===== config.mk =====
export PLATFORM = sky130hd
export DESIGN_NAME = fir_out_requant_flat
export DESIGN_NICKNAME = d
export VERILOG_FILES = /design/src/rtl/fir_out_requant_pkg.sv /design/src/rtl/fir_out_requant_if.sv /design/src/rtl/fir_round_sat.sv /design/src/rtl/fir_out_requant.sv /design/src/flat_wrapper.sv
export SDC_FILE = /design/constraint.sdc
export NUM_CORES = 1
export LEC_CHECK = 0
export BUFFER_PORTS_ARGS = -buffer_cell sky130_fd_sc_hd__buf_4
export CORE_UTILIZATION = 45
export CTS_CLUSTER_DIAMETER = 30
export DETAILED_ROUTE_END_ITERATION = 12
export MAX_ROUTING_LAYER = met4
export PLACE_DENSITY = 0.7
export SLEW_MARGIN = 10
export SYNTH_ARGS = -nofsm -noshare
export SYNTH_HDL_FRONTEND = slang
export SYNTH_SLANG_ARGS = --single-unit

===== constraint.sdc =====
create_clock -name clk -period 6.7 [get_ports clk]
set_clock_uncertainty 0.1 [all_clocks]
set_input_delay 0.335 -clock clk [delete_from_list [all_inputs] [get_ports clk]]
set_output_delay 0.335 -clock clk [all_outputs]
set_load 0.005 [all_outputs]

===== src/rtl/fir_out_requant_pkg.sv =====
// Shared constants for the FIR output requantizer: widths, decimation select codes,
// FSM state codes and the decimation log2 helper.
package fir_out_requant_pkg;

  localparam int Y_N_SIZE = 14;
  localparam int OUT_SIZE = 8;
  localparam int SHIFT    = 6;
  localparam int ACC_SIZE = Y_N_SIZE + 3;
  localparam int T_W      = 4;

  localparam logic [T_W-1:0] SHIFT_T = T_W'(SHIFT);

  localparam logic [1:0] DECIM_1 = 2'b00;
  localparam logic [1:0] DECIM_2 = 2'b01;
  localparam logic [1:0] DECIM_4 = 2'b10;
  localparam logic [1:0] DECIM_8 = 2'b11;

  localparam logic [0:0] ST_IDLE  = 1'b0;
  localparam logic [0:0] ST_ACCUM = 1'b1;

  // The select code is already the exponent of the decimation factor.
  function automatic logic [1:0] decim_log2(input logic [1:0] sel);
    return sel;
  endfunction

endpackage


===== src/rtl/fir_out_requant_if.sv =====
// Sample/result bundle between the FIR filter, the requantizer and the output pins.
// Optional sat_flag present when FIR_OUT_REQUANT_SAT_FLAG_EN is defined.
interface fir_out_requant_if;
  import fir_out_requant_pkg::*;

  // Valid-only protocol: y_n is consumed in every cycle in_valid is high (no ready);
  // q_valid is a one-cycle strobe marking a new q_out word.
  logic signed [Y_N_SIZE-1:0] y_n;
  logic                       in_valid;
  logic [1:0]                 decim_sel;
  logic                       flush;
  logic signed [OUT_SIZE-1:0] q_out;
  logic                       q_valid;
  logic [0:0]                 dbg_state;
`ifdef FIR_OUT_REQUANT_SAT_FLAG_EN
  logic                       sat_flag;
`endif

  modport master (
    output y_n, in_valid, decim_sel, flush,
`ifdef FIR_OUT_REQUANT_SAT_FLAG_EN
    input  sat_flag,
`endif
    input  q_out, q_valid, dbg_state
  );

  modport slave (
    input  y_n, in_valid, decim_sel, flush,
`ifdef FIR_OUT_REQUANT_SAT_FLAG_EN
    output sat_flag,
`endif
    output q_out, q_valid, dbg_state
  );

endinterface


===== src/rtl/fir_round_sat.sv =====
// Combinational round-half-up arithmetic right shift followed by saturation to OUT_W bits.
module fir_round_sat #(
  parameter int IN_W  = 17,
  parameter int OUT_W = 8,
  parameter int T_W   = 4
) (
  input  logic signed [IN_W-1:0]  acc_i,
  input  logic        [T_W-1:0]   shift_i,
  output logic signed [OUT_W-1:0] q_o,
  output logic                    clip_o
);

  // One guard bit so adding the rounding constant to a full-scale sum cannot wrap.
  localparam int EW = IN_W + 1;
  localparam logic signed [EW-1:0] MAX_V = {{(EW-OUT_W+1){1'b0}}, {(OUT_W-1){1'b1}}};
  localparam logic signed [EW-1:0] MIN_V = {{(EW-OUT_W+1){1'b1}}, {(OUT_W-1){1'b0}}};

  logic signed [EW-1:0] ext;
  logic signed [EW-1:0] half;
  logic signed [EW-1:0] rnd;
  logic signed [EW-1:0] shd;

  always_comb begin
    ext  = {acc_i[IN_W-1], acc_i};
    half = '0;
    if (shift_i != '0) half = EW'(1) << (shift_i - 1'b1);
    rnd    = ext + half;
    shd    = rnd >>> shift_i;
    q_o    = shd[OUT_W-1:0];
    clip_o = 1'b0;
    if (shd > MAX_V) begin
      q_o    = MAX_V[OUT_W-1:0];
      clip_o = 1'b1;
    end else if (shd < MIN_V) begin
      q_o    = MIN_V[OUT_W-1:0];
      clip_o = 1'b1;
    end
  end

endmodule


===== src/rtl/fir_out_requant.sv =====
// Accumulate-and-dump decimator with round/saturate to the 8-bit output pins.
// FIR_OUT_REQUANT_SAT_FLAG_EN adds a sticky sat_flag output.
module fir_out_requant
  import fir_out_requant_pkg::*;
(
  input  logic              clk,
  input  logic              reset,
  fir_out_requant_if.slave  bus
);

  logic [0:0]                 state_q, state_d;
  logic signed [ACC_SIZE-1:0] acc_q, acc_d;
  logic [2:0]                 cnt_q, cnt_d;
  logic [1:0]                 d_sel_q, d_sel_d;
  logic signed [OUT_SIZE-1:0] q_out_q, q_out_d;
  logic                       q_valid_q, q_valid_d;

  logic signed [ACC_SIZE-1:0] samp_ext;
  logic signed [ACC_SIZE-1:0] sum;
  logic [1:0]                 sel_eff;
  logic [T_W-1:0]             shift_t;
  logic                       last;
  logic                       dump;
  logic signed [OUT_SIZE-1:0] rs_q;
  logic                       clip;

  // acc is zero in IDLE, so one adder serves both the first and later samples.
  always_comb begin
    samp_ext = {{(ACC_SIZE-Y_N_SIZE){bus.y_n[Y_N_SIZE-1]}}, bus.y_n};
    sum      = acc_q + samp_ext;
    sel_eff  = (state_q == ST_IDLE) ? bus.decim_sel : d_sel_q;
    shift_t  = {2'b00, decim_log2(sel_eff)} + SHIFT_T;
    last     = (({1'b0, cnt_q} + 4'd1) == (4'd1 << sel_eff));
    dump     = bus.in_valid && last && !bus.flush;
  end

  fir_round_sat #(
    .IN_W  (ACC_SIZE),
    .OUT_W (OUT_SIZE),
    .T_W   (T_W)
  ) u_round_sat (
    .acc_i   (sum),
    .shift_i (shift_t),
    .q_o     (rs_q),
    .clip_o  (clip)
  );

  always_comb begin
    state_d   = state_q;
    acc_d     = acc_q;
    cnt_d     = cnt_q;
    d_sel_d   = d_sel_q;
    q_out_d   = q_out_q;
    q_valid_d = 1'b0;
    if (bus.flush) begin
      state_d = ST_IDLE;
      acc_d   = '0;
      cnt_d   = '0;
    end else if (bus.in_valid) begin
      if (state_q == ST_IDLE) d_sel_d = bus.decim_sel;
      if (last) begin
        state_d   = ST_IDLE;
        acc_d     = '0;
        cnt_d     = '0;
        q_out_d   = rs_q;
        q_valid_d = 1'b1;
      end else begin
        state_d = ST_ACCUM;
        acc_d   = sum;
        cnt_d   = cnt_q + 3'd1;
      end
    end
  end

  always_ff @(posedge clk) begin
    if (reset) begin
      state_q   <= ST_IDLE;
      acc_q     <= '0;
      cnt_q     <= '0;
      d_sel_q   <= DECIM_1;
      q_out_q   <= '0;
      q_valid_q <= 1'b0;
    end else begin
      state_q   <= state_d;
      acc_q     <= acc_d;
      cnt_q     <= cnt_d;
      d_sel_q   <= d_sel_d;
      q_out_q   <= q_out_d;
      q_valid_q <= q_valid_d;
    end
  end

  assign bus.q_out     = q_out_q;
  assign bus.q_valid   = q_valid_q;
  assign bus.dbg_state = state_q;

`ifdef FIR_OUT_REQUANT_SAT_FLAG_EN
  logic sat_q, sat_d;

  always_comb begin
    sat_d = sat_q;
    if (bus.flush)  sat_d = 1'b0;
    else if (dump)  sat_d = sat_q | clip;
  end

  always_ff @(posedge clk) begin
    if (reset) sat_q <= 1'b0;
    else       sat_q <= sat_d;
  end

  assign bus.sat_flag = sat_q;
`else
  logic unused_clip;
  assign unused_clip = clip ^ dump;
`endif

endmodule


===== src/flat_wrapper.sv =====
// flat-port wrapper written by rule: the top's interface ports become plain ports
module fir_out_requant_flat import fir_out_requant_pkg::*;
  (clk, reset, bus_y_n, bus_in_valid, bus_decim_sel, bus_flush, bus_q_out, bus_q_valid, bus_dbg_state);
  fir_out_requant_if bus_i ();
  input  logic clk;
  input  logic reset;
  input wire logic [$bits(bus_i.y_n)-1:0] bus_y_n;
  input wire logic [$bits(bus_i.in_valid)-1:0] bus_in_valid;
  input wire logic [$bits(bus_i.decim_sel)-1:0] bus_decim_sel;
  input wire logic [$bits(bus_i.flush)-1:0] bus_flush;
  output wire logic [$bits(bus_i.q_out)-1:0] bus_q_out;
  output wire logic [$bits(bus_i.q_valid)-1:0] bus_q_valid;
  output wire logic [$bits(bus_i.dbg_state)-1:0] bus_dbg_state;
  assign bus_i.y_n = bus_y_n;
  assign bus_i.in_valid = bus_in_valid;
  assign bus_i.decim_sel = bus_decim_sel;
  assign bus_i.flush = bus_flush;
  assign bus_q_out = bus_i.q_out;
  assign bus_q_valid = bus_i.q_valid;
  assign bus_dbg_state = bus_i.dbg_state;
  fir_out_requant u_core (.clk(clk), .reset(reset), .bus(bus_i));
endmodule

Word level (Yosys, flattened, before mapping)

Index checks and enable logic that the tools add are counted.

Add/subtract/negate cells: 6
$lt $le $gt $ge: 2
Eq/ne operators: 1
Shifts and indexed selects: 3
Mux-type cells: 8
Bitwise operators: 2
Reduce and logical (&&, ||, !) cells: 5

Operators with widths:

| kind                                                                              | count |
|---|---|
| 17-bit by 18-bit adder with 18-bit output                                         | 1 |
| 18-bit by 8-bit greater-than comparator with 1-bit output (second input constant) | 1 |
| 18-bit by 8-bit < comparator with 1-bit output (second input constant)            | 1 |
| 18-bit 2-to-1 mux                                                                 | 1 |
| 1-bit by 4-bit left shift with 18-bit output (first input constant)               | 1 |
| 18-bit by 4-bit >>> shifter with 18-bit output                                    | 1 |
| 17-bit by 14-bit adder with 17-bit output                                         | 1 |
| 17-bit 2-to-1 mux                                                                 | 1 |
| 8-bit 2-to-1 mux                                                                  | 2 |
| 2-bit by 3-bit adder with 4-bit output (second input constant)                    | 1 |
| 3-bit by 1-bit adder with 4-bit output (second input constant)                    | 1 |
| 4-bit == test                                                                     | 1 |
| 4-bit nonzero test                                                                | 1 |
| 1-bit by 2-bit left shift with 4-bit output (first input constant)                | 1 |
| 4-bit by 1-bit subtractor with 4-bit output (second input constant)               | 1 |
| 3-bit by 1-bit adder with 3-bit output (second input constant)                    | 1 |
| 3-bit 2-to-1 mux                                                                  | 1 |
| 3-bit AND reduction                                                               | 1 |
| 3-bit OR reduction                                                                | 1 |
| 1-bit 2-to-1 mux                                                                  | 2 |
| 2-bit 2-to-1 mux                                                                  | 1 |
| 1-bit inverter                                                                    | 2 |
| 2-bit AND reduction                                                               | 1 |
| 2-bit OR reduction                                                                | 1 |

Flip-flop bits (word level): 32
Input bits: 20
Output and inout port bits: 10
Logic and storage cells: 33

Logic depth before layout (Yosys ltp)

Gate-level depths: netlist of run 1.

Depth after elaboration: 10
Mapped depth: 18

Modules after synthesis

A second synthesis of run 1 with hierarchy kept.

Cell total of the unflattened synthesis: 556
Area, all modules: 4,186.5 um^2

By module, submodules not included:

| module          | times used | cells each | area each (um^2) | seq. area each (um^2) |
|---|---|---|---|---|
| fir_round_sat   | 1          | 333        | 2,202.1          | 0.0 |
| fir_out_requant | 1          | 223        | 1,984.4          | 640.6 |

Least setup slack after synthesis of run 1

OpenSTA, ideal clock, no wires.

Kind: in2reg
Start point: in bus_y_n[1]
End point: reg u_core.q_out_q[3], in the netlist u_core.bus.q_out[3]
Setup time: 120 ps
Arrival: 3,927 ps
Slack: 2,553 ps
Cell stages on the path: 18
Cell sequence: ha_1 a21o_1 a21oi_1 o21bai_1 a31o_2 a211oi_1 nor2_1 xor2_1 ha_1 and3_1 a221oi_2 o21ai_1 nor3_2 xor2_1 o31ai_1 a21oi_2 nor4_1 or2_1

Cells in the longest elaborated chain, start to end: 6
Elaborated cells between the ends (all ways): 7
Classes of those cells: 2 x add/sub; 2 x order compare; 1 x shift; 2 x mux

Ends and longest elaborated chain:

| item                                             | line                  | RTL |
|---|---|---|
| start, declared                                  | flat_wrapper.sv:7     | `input wire logic [$bits(bus_i.y_n)-1:0] bus_y_n;` |
| 17-bit by 14-bit adder with 17-bit output *      | fir_out_requant.sv:30 | `sum = acc_q + samp_ext;` |
| 17-bit by 18-bit adder with 18-bit output *      | fir_round_sat.sv:27   | `rnd = ext + half;` |
| 18-bit by 4-bit >>> shifter with 18-bit output * | fir_round_sat.sv:28   | `shd = rnd >>> shift_i;` |
| 18-bit by 8-bit < comparator with 1-bit output   | fir_round_sat.sv:34   | `end else if (shd < MIN_V) begin` |
| 8-bit 2-to-1 mux                                 | fir_round_sat.sv:34   |  |
| 8-bit 2-to-1 mux *                               | fir_round_sat.sv:31   | `if (shd > MAX_V) begin` |
| end signal, assigned                             | fir_out_requant.sv:88 | `q_out_q <= q_out_d;` |
| end, declared                                    | fir_out_requant.sv:15 | `logic signed [OUT_SIZE-1:0] q_out_q, q_out_d;` |

Mark *: on every way between the ends. The rest lies on a longest branch, timed or not.
A chain may end at the register's enable or synchronous reset.

Worst setup path in the final report of run 1

Start point: reg u_core.acc_q[1]
End point: reg u_core.q_out_q[3], in the netlist u_core.bus.q_out[3]

Cells in the longest elaborated chain, start to end: 6
Elaborated cells between the ends (all ways): 7
Classes of those cells: 2 x add/sub; 2 x order compare; 1 x shift; 2 x mux

Ends and longest elaborated chain:

| item                                             | line                  | RTL |
|---|---|---|
| start, declared                                  | fir_out_requant.sv:12 | `logic signed [ACC_SIZE-1:0] acc_q, acc_d;` |
| start signal, assigned                           | fir_out_requant.sv:78 | `acc_q <= '0;` |
| start signal, assigned                           | fir_out_requant.sv:85 | `acc_q <= acc_d;` |
| 17-bit by 14-bit adder with 17-bit output *      | fir_out_requant.sv:30 |  |
| 17-bit by 18-bit adder with 18-bit output *      | fir_round_sat.sv:27   |  |
| 18-bit by 4-bit >>> shifter with 18-bit output * | fir_round_sat.sv:28   |  |
| 18-bit by 8-bit < comparator with 1-bit output   | fir_round_sat.sv:34   |  |
| 8-bit 2-to-1 mux                                 | fir_round_sat.sv:34   |  |
| 8-bit 2-to-1 mux *                               | fir_round_sat.sv:31   |  |

Marks and branches as above.

==> qor.csv, run 1 <==
metric,value,unit
synth_area_leaders,"dfxtp_1, ha_1, a21oi_1",
core-area,6310,sq um
cts.sinks,32,
tns,0,ns
combPwrFrac,0.414,
fmax,213,MHz
synth_area,2930,sq um
wl_per_cell,14.7,microns
status,completed,
via_per_inst,5.80,
synth_most_common_cell,nor2_1,
yosysTopAreaCellShare,0.219,
async_flop_share,0,
cts_root_buffer,clkbuf_8,
whs,0.156,ns
finalMaxSlewViolations,0,
net-switching-power,252,uW
synth_cells,373,
grt_pass1_wl,11700,microns
worstPathArrival,4.78,ns
avgSynthCellArea,7.84,sq um
setup_violations,0,
insertion_delay,0.29,ns
p_clk_frac,0.282,
multiInputGateArea,2230,sq um
cts_hold_buf,0,
pwr-share-seq,0.304,
fin_util,0.529,
die_h,82.6,microns
start_util,0.463,
route.antenna.remaining_nets,0,
worstSetupPathType,reg2reg,
ys_ff_latch,32,
core.rowCount,29,
hold_class,in2reg,
cts_htree_levels,2,
nets,461,
rsz0062_at_grt,false,
die_area,6830,sq um
grt_max_degree,26,
layout-drive-gt1-share,0.139,
die_w,82.6,microns
port_buffers,29,
hold_viol,0,
r2r_setup_slack,2.00,ns
worst_pin_slew,1.15,ns
ys.flop_type,dfxtp_1,
synth_common_cells,"nor2_1, a21oi_1, dfxtp_1, ha_1, nand2_1",
antenna-diode-count,0,
gp_congestion,0.904,
hpwl,5340,microns
max_cap_viol_count,0,
cts_setup_buffers,0,
p_sw_frac,0.373,
cp-start-kind,flip-flop,
routed_wirelength,7160,microns
internal_power,423,uW
grt_pass1_vias,2654,
irDropWorstVdd,0.000123,V
ctsLongestPathBuffers,2,
leakagePower,1.47,nW
post-route-period-util,0.701,
yosys_warnings,0,
cp_max_fo,7,
regArea,641,sq um
vias,2820,
yosysSeqAreaShare,0.219,
synth.distinct_cells,62,
overflow,0,
post-route-drc-count,0,
ios,30,
crit_path_end_kind,flip-flop,
area_delta_synth_final,14.2,%
clkSlewWorstSetupHoldPaths,0.07,ns
cts_tree,done,
critPathRequiredTime,6.78,ns
cts_resized,0,
dr.pass1.iters,4,
nFillCells,629,
grt_antenna_before_repair,0,
power_density,202,nW/um^2
drt_iter0_drc,180,
grt.total_usage,0.227,
synth_edf_count,0,
yosysTopAreaCell,dfxtp_1,
period_needed,4.70,ns
slew_headroom,0.232,
cts_made_buffers,5,
metrics by stage:
| stage | power (mW) | cell area [sq um] | std cells | worst slack [ns] |
|---|---|---|---|---|
| final | 0.675 | 3340 | 486 | 2.00 |
| after global routing | 0.720 | 3340 | 486 | 1.58 |
| after CTS | 0.675 | 3340 | 486 | 2.03 |
| after detailed placement | 0.482 | 3230 | 478 | 1.94 |
| after global placement | 0.477 | 3230 | 478 | 1.99 |
| after floorplan | 0.420 | 2960 | 383 | 2.55 |
logic make-up (layout without fill, tap and decap cells):
| logic type | after synthesis | after routing | synth area share |
|---|---|---|---|
| DFF | 32 | 32 | 0.219 |
| adders and majority gates | 33 | 33 | 0.144 |
| AOI/OAI and AO/OA | 133 | 133 | 0.310 |
| other | 1 | 11 | 0.00128 |
| and+or+nand+nor | 125 | 125 | 0.205 |
| muxes | 7 | 7 | 0.0295 |
| buffers and inverters | 22 | 48 | 0.0316 |
| xor gates and xnor gates | 20 | 20 | 0.0599 |
power by group through the flow:
stage | Clock, mW | Sequential [mW] | Combinational [mW]
finish | 0.191 | 0.205 | 0.280
global route | 0.201 | 0.206 | 0.313
CTS | 0.196 | 0.205 | 0.274
detailed placement | 0 | 0.209 | 0.273
global placement | 0 | 0.209 | 0.268
floorplan | 0 | 0.208 | 0.212
sequential cells by signal, summed over array words and instances, names as in the netlist:
signal	flops
u_core.cnt_q	3
u_core.acc_q	17
u_core.bus.q_valid	1
u_core.d_sel_q	2
u_core.bus.dbg_state	1
u_core.bus.q_out	8
layout by cell type (no fill, tap or decap), types with 4 or more instances in the layout:
cell	instances
clkbuf_8	5
o21ai_0	16
dfxtp_1	32
nand3_1	10
a22oi_1	10
inv_1	9
o221a_1	4
nor2b_1	4
buf_4	30
xnor2_1	12
o21a_1	6
a211oi_1	13
a21o_1	7
nor2_1	45
ha_1	32
nand2_1	32
nor3_1	10
and3_1	6
o31ai_1	4
conb_1	11
xor2_1	8
a21oi_1	40
area by class of cell:
| type | instances | share of cell area |
|---|---|---|
| inverter | 10 | 0.0112 |
| multi-input combinational | 329 | 0.667 |
| sequential | 32 | 0.192 |
| clock inverter | 3 | 0.0127 |
| tap | 77 | 0.0288 |
| timing repair buffer | 30 | 0.0674 |
| clock buffer | 5 | 0.0206 |
routing by layer:
layer | track usage | wire length, microns
met1 | 0.271 | 3370
met2 | 0.393 | 3350
met3 | 0.0385 | 339
met4 | 0.0603 | 106
met5 | - | 0
worst max-delay path, stage by stage (launching register included):
cell and delay, ns:
dfxtp_1 0.38, ha_1 0.25, a21o_1 0.18, a21oi_1 0.21, o21bai_1 0.11, a31o_2 0.28, a211oi_1 0.33, nor2_1 0.13
xor2_1 0.18, ha_1 0.39, and3_1 0.22, a221oi_2 0.34, o21ai_1 0.19, nor3_2 0.19, xor2_1 0.31, o31ai_1 0.15
a21oi_2 0.31, nor4_1 0.10, or2_1 0.23
path summary, 6_finish.rpt:
path,startpoint,to,depth (start not counted)
max,u_core.acc_q[1],u_core.bus.q_out[3],18
min,reset,u_core.bus.q_out[7],2
max reg2reg,u_core.acc_q[1],u_core.bus.q_out[3],18
min reg2reg,u_core.acc_q[0],u_core.acc_q[0],2
Power figures use the tool's default switching activity.
==> run 2, diff against run 1 <==
Clock period 6.7 ns to 4.4 ns, I/O delays scaled along.
==> run 2 against run 1 <==
Compared with the run above: non-clock buffer count increased by 15; critical path depth increased by 1; combinational power increased by 70%; final area increased by 5.8%; critical path type unchanged.
==> qor.csv, run 2 (synthesized netlist as in run 1, its figures left out) <==
metric,value,unit,change
internal_power,677,uW,+60%
die_h,82.6,microns,unchanged
worst_pin_slew,1.16,ns,+0.00556 ns
worstPathArrival,4.28,ns,-0.50 ns
stdcell_count,501,,+3.1%
grt_pass1_wl,11800,microns,+1.5%
grt_max_degree,25,,-3.8%
irDropWorstVdd,0.000188,V,+53%
r2r_setup_slack,0.20,ns,-1.80 ns
vias,2928,,+3.8%
overflow,0,,unchanged
crit_path_end_kind,flip-flop,,
ctsLongestPathBuffers,2,,unchanged
grt.total_usage,0.233,,+0.00581
p_sw_frac,0.372,,-0.00120
start_util,0.463,,unchanged
wl_per_cell,14.8,microns,+0.42%
max_stage_delay,0.35,ns,-0.04 ns
leakagePower,1.56,nW,+5.8%
setup_violations,0,,unchanged
port_buffers,29,,unchanged
status,completed,,
crit_slowest_cell,dfxtp_4,,
period_needed,4.20,ns,-0.499 ns
routed_wirelength,7410,microns,+3.5%
clkSlewWorstSetupHoldPaths,0.08,ns,about the same
rr_endpoint,u_core.bus.q_out[1],,
post-place-ws,0.0241,ns,-1.92 ns
dr.pass1.iters,5,,+1
combPwrFrac,0.442,,+0.028
p_clk_frac,0.269,,-0.013
cts_made_buffers,5,,unchanged
cts.sinks,32,,unchanged
cp-start-kind,flip-flop,,
critPathRequiredTime,4.48,ns,-2.30 ns
reg2reg_from,u_core.acc_q[1],,
worstHoldPathCells,2,,unchanged
pwr-share-seq,0.289,,-0.015
hp-start,reset,,
nets,476,,+3.3%
hold_viol,0,,unchanged
power_density,305,nW/um^2,+51%
hold_class,in2reg,,
fmax,238,MHz,+12%
cp_max_fo,6,,-1
slew_headroom,0.229,,-0.00371
antenna-diode-count,0,,unchanged
top_register,u_core.acc_q,,
tns,0,ns,unchanged
ios,30,,unchanged
grt_antenna_before_repair,0,,unchanged
mostFrequentLayoutCells,"buf_4, nor2_1, a21oi_1, nand2_1",,
hpwl,5490,microns,+2.6%
insertion_delay,0.30,ns,about the same
cts_htree_levels,2,,unchanged
post-route-period-util,0.955,,+0.253
die_w,82.6,microns,unchanged
cts_tree,done,,
rr_worst_depth,19,,+1
grt_pass1_vias,2610,,-1.7%
route.antenna.remaining_nets,0,,unchanged
gp_congestion,0.921,,+1.9%
layout-drive-gt1-share,0.205,,+0.0658
hold_end,u_core.d_sel_q[0],,
die_area,6830,sq um,unchanged
core.rowCount,29,,unchanged
area_delta_synth_final,20.9,%,
worstSetupPathType,reg2reg,,
cts_root_buffer,clkbuf_8,,
max_cap_viol_count,0,,unchanged
net-switching-power,401,uW,+59%
final_common_cell,buf_4,,
placed_cells,487,,+1.9%
cp_cell_sequence,ha_1 > a21o_1 > a21oi_2 > o21bai_1 > a31o_2 > a211oi_2 > buf_4 > o31ai_1 > xor2_1 > ha_1 > and2_1 > and4b_1 > nor3_2 > xor2_1 > buf_4 > a21o_1 > o211a_1 > nand2_2 > o221a_1,,
fin_util,0.560,,+0.0309
post-route-drc-count,0,,unchanged
finalMaxSlewViolations,0,,unchanged
via_per_inst,5.84,,+0.72%
drt_iter0_drc,157,,-13%
layout_setup_ws,0.199,ns,-1.80 ns
core-area,6310,sq um,unchanged
largest_reg_flops,17,,unchanged
==> run 2: cell count changes in the layout (fill, tap and decap cells not counted), moves of 2 or more <==
| cell | delta |
|---|---|
| buf_4 | +15 |
| a211oi_1 | -4 |
| a211oi_2 | +4 |
| o21ai_2 | +4 |
| a21oi_1 | -2 |
| o21ai_0 | -2 |
| o21ai_1 | -2 |
==> run 2: repair_timing <==
item                                    4_1_cts  5_1_grt
resized for setup                             0       22
hold buffers                                  0        0
setup buffers                                 0        6
endpoints found under the setup margin        0        7
==> run 2: worst max-delay path: cells and delay by family, from the launching register on <==
| family | cells | cell delay (ns) |
|---|---|---|
| adders and majority gates | 2 | 0.57 |
| buffers and inverters | 2 | 0.33 |
| and+or+nand+nor | 4 | 0.69 |
| xor gates and xnor gates | 2 | 0.42 |
| AOI/OAI and AO/OA | 9 | 1.64 |
| DFF | 1 | 0.35 |
==> run 2: through the flow <==
stage,instance area (sq um),power [mW],hold slack [ns]
global route,3540,1.15,0.0450
global placement,3300,0.748,0.346
floorplan,2960,0.640,0.192
finish,3540,1.08,0.0518
CTS,3400,1.04,0.0427
detailed placement,3300,0.753,0.352
==> run 2: cell type report <==
cell class / count / area, sq um
Multi-Input combinational cell: 329 / 2310
Tap cell: 77 / 96.3
Inverter: 10 / 37.5
Sequential cell: 32 / 644
Clock buffer: 6 / 72.6
Fill cell: 608 / 2780
Timing Repair Buffer: 45 / 338
Clock inverter: 2 / 35.0
==> run 2: metal layers <==
layer	up-vias	global-route usage	routed length (microns)
met1	1362	0.285	3380
met5	-	-	0
met4	0	0.0759	175
li1	1481	-	-
met2	67	0.388	3530
met3	18	0.0385	325
==> run 2: how the worst max path moves through the flow <==
stage               startpoint                  end  slack [ns]  depth (start not counted)
3_3_place_gp        bus_y_n[0]  u_core.bus.q_out[2]        0.13                         18
5_1_grt        u_core.acc_q[1]  u_core.bus.q_out[1]       -0.03                         19
6_report       u_core.acc_q[1]  u_core.bus.q_out[1]        0.20                         19
3_5_place_dp        bus_y_n[0]  u_core.bus.q_out[4]        0.02                         18
4_1_cts        u_core.acc_q[1]  u_core.bus.q_out[1]        0.02                         19
2_1_floorplan  u_core.acc_q[1]  u_core.bus.q_out[3]        0.27                         18
==> run 2: power by group through the flow <==
stage          sequential (mW)  clock (mW)  combinational (mW)
5_1_grt                  0.313       0.310               0.531
3_3_place_gp             0.318           0               0.430
3_5_place_dp             0.319           0               0.435
2_1_floorplan            0.316           0               0.323
6_report                 0.312       0.289               0.476
4_1_cts                  0.312       0.294               0.437
==> run 3, diff against run 2 <==
Settings changed: ABC_AREA from default to 1, PLACE_DENSITY 0.7 to 0.69, RECOVER_POWER from default to 100.
==> run 3 against run 2 <==
Compared with the run above: area after synthesis increased by 6.9%; first-iteration DRC count decreased by 8.9%; setup slack improved by 0.29 ns; fmax increased by 7.4%; combinational power increased by 7.4%; cell count increased by 23%; final area decreased by 1.3%; clock power decreased by 15%; critical endpoint is now u_core.bus.q_out[6]; clock-buffer cell count increased by 2.
==> qor.csv, run 3 <==
metric,value,unit,change
status,completed,,
max_stage_delay,0.52,ns,+0.17 ns
leakagePower,1.84,nW,+18%
avgSynthCellArea,6.30,sq um,-20%
ys.flop_type,dfxtp_1,,
layout-drive-gt1-share,0.107,,-0.0984
synth_edf_count,0,,unchanged
async_flop_share,0,,unchanged
slew_headroom,0.0139,,-0.215
cp-start-kind,flip-flop,,
path_delay_family,simple AND/OR/NAND/NOR gates,,
cts_htree_levels,2,,unchanged
grt.total_usage,0.223,,-0.00979
cp_cell_sequence,nand2_1 > o21ai_4 > clkinvlp_2 > nor2_1 > ha_1 > nand2_1 > inv_1 > a21oi_1 > nand2_1 > a21oi_1 > nand3_1 > nand3_1 > nand3_1 > nand2_1 > nand3_1 > nand2_2 > nand3_1 > a21oi_1,,
worstSetupPathType,reg2reg,,
routed_wirelength,7420,microns,+0.13%
hold_viol,0,,unchanged
antenna-diode-count,0,,unchanged
via_per_inst,5.07,,-13%
die_area,7290,sq um,+6.7%
overflow,0,,unchanged
period_needed,3.91,ns,-0.288 ns
die_h,85.4,microns,+3.3%
core.rowCount,30,,+3.4%
largest_reg_flops,17,,unchanged
core-area,6760,sq um,+7.0%
clkSlewWorstSetupHoldPaths,0.07,ns,about the same
cts.sinks,32,,unchanged
power_density,306,nW/um^2,+0.36%
synth.distinct_cells,38,,-39%
cts_tree,done,,
max_cap_viol_count,0,,unchanged
grt_pass1_wl,12900,microns,+9.2%
critPathBufInv,2,,unchanged
hpwl,5860,microns,+6.8%
post-route-drc-count,0,,unchanged
finalMaxSlewViolations,0,,unchanged
rsz0062_at_grt,false,,
yosys_warnings,0,,unchanged
final_common_cell,nand2_1,,
cts_root_buffer,clkbuf_8,,
cts_made_buffers,5,,unchanged
critPathRequiredTime,4.52,ns,+0.04 ns
hold_class,in2reg,,
synth_area,3130,sq um,+6.9%
route.antenna.remaining_nets,0,,unchanged
worst_pin_slew,1.47,ns,+0.317 ns
whs,0.0394,ns,-0.0124 ns
top_register,u_core.acc_q,,
crit_slowest_cell,clkinvlp_2,,
tns,0,ns,unchanged
yosysTopAreaCell,dfxtp_1,,
gp_congestion,0.958,,+4.1%
setup_violations,0,,unchanged
die_w,85.4,microns,+3.3%
crit_top_cell,nand3_1,,
grt_max_degree,23,,-8.0%
area_delta_synth_final,11.6,%,
worstPathArrival,4.03,ns,-0.25 ns
insertion_delay,0.29,ns,about the same
synth_most_common_cell,nand2_1,,
wl_per_cell,12.1,microns,-18%
synth_area_leaders,"dfxtp_1, nand2_1, ha_1",,
mostFrequentLayoutCells,"nand2_1, nand3_1, inv_1, a21oi_1, nor2_1",,
cp_max_fo,15,,+9
vias,3115,,+6.4%
dr.pass1.iters,4,,-1
grt_pass1_vias,2937,,+13%
post-route-period-util,0.889,,-0.0655
start_util,0.463,,-0.000560
drt_iter0_drc,143,,-8.9%
crit_path_end_kind,flip-flop,,
yosysSeqAreaShare,0.205,,-0.0141
ys_ff_latch,32,,unchanged
irDropWorstVdd,0.000149,V,-21%
ctsLongestPathBuffers,2,,unchanged
synth_common_cells,"nand2_1, a21oi_1, inv_1, nand3_1",,
nets,586,,+23%
ios,30,,unchanged
synth_cells,496,,+33%
port_buffers,29,,unchanged
grt_antenna_before_repair,0,,unchanged
cts_setup_buffers,0,,unchanged
yosysTopAreaCellShare,0.205,,-0.0141
fmax,256,MHz,+7.4%
run 3: cell types whose count changed after synthesis, sizes merged, moves of 7 or more:
| cell | before | now |
|---|---|---|
| inv | 9 | 54 |
| nand2 | 34 | 163 |
| a211oi | 14 | 2 |
| a21oi | 42 | 49 |
| nand3 | 10 | 50 |
| nor2 | 45 | 36 |
| nor3 | 12 | 2 |
run 3: metrics by stage:
stage	setup WS [ns]	util	power, mW	area, sq um	instances
6_report	0.487	0.516	1.07	3490	614
5_1_grt	0.0427	0.516	1.16	3490	614
4_1_cts	0.479	0.520	1.07	3510	614
3_5_place_dp	0.461	0.506	0.819	3420	606
3_3_place_gp	0.572	0.506	0.813	3420	606
2_1_floorplan	0.882	-	0.719	3160	506
run 3: cell type report:
type / count / area (sq um)
fillers: 736 / 3270
multi-input cells: 410 / 2230
flip-flops and latches: 32 / 641
repair buffers: 30 / 225
inverters: 54 / 204
well taps: 80 / 100
clock buffers: 8 / 90.1
run 3: what timing repair did:
item                                   in CTS  in global routing
hold buffers                                0                  0
setup endpoints to repair                   0                  7
gates resized for setup                     0                  1
endpoints found under the hold margin       0                  0
run 3: cells by family after synthesis:
| logic type | Yosys count | synth area share |
|---|---|---|
| xor+xnor | 23 | 0.0644 |
| compound gates | 84 | 0.152 |
| fa+ha+maj | 33 | 0.134 |
| simple gates | 259 | 0.355 |
| other cells | 1 | 0.00120 |
| flops | 32 | 0.205 |
| buf+inv | 64 | 0.0876 |
run 3: worst reg2reg max path, cell delays in order (launching register included):
cell and delay, ns:
dfxtp_1 0.46, nand2_1 0.13, o21ai_4 0.17, clkinvlp_2 0.52, nor2_1 0.50, ha_1 0.37, nand2_1 0.10, inv_1 0.07
a21oi_1 0.14, nand2_1 0.16, a21oi_1 0.21, nand3_1 0.19, nand3_1 0.14, nand3_1 0.08, nand2_1 0.08, nand3_1 0.08
nand2_2 0.13, nand3_1 0.09, a21oi_1 0.13
run 3: final timing paths:
check	start	endpoint	cells after the start	slack, ns
worst max-delay path	u_core.bus.dbg_state	u_core.bus.q_out[6]	18	0.49
worst min-delay path	reset	u_core.bus.q_out[7]	2	0.04
worst max register to register	u_core.bus.dbg_state	u_core.bus.q_out[6]	18	0.49
worst min register to register	u_core.bus.q_out[1]	u_core.bus.q_out[1]	2	0.37
run 3: per-layer routing:
metal | vias up | GRT usage | wire length (microns)
met4 | 0 | 0.0470 | 103
met2 | 43 | 0.389 | 3450
li1 | 1682 | - | -
met5 | - | - | 0
met1 | 1381 | 0.274 | 3670
met3 | 9 | 0.0321 | 197
run 3: report_power, final:
part | total [mW] | internal [mW] | switching [mW] | leakage, nW
sequential | 0.311 | 0.303 | 0.00815 | 0.260
combinational | 0.511 | 0.188 | 0.323 | 1.54
clock | 0.245 | 0.128 | 0.117 | 0.0455
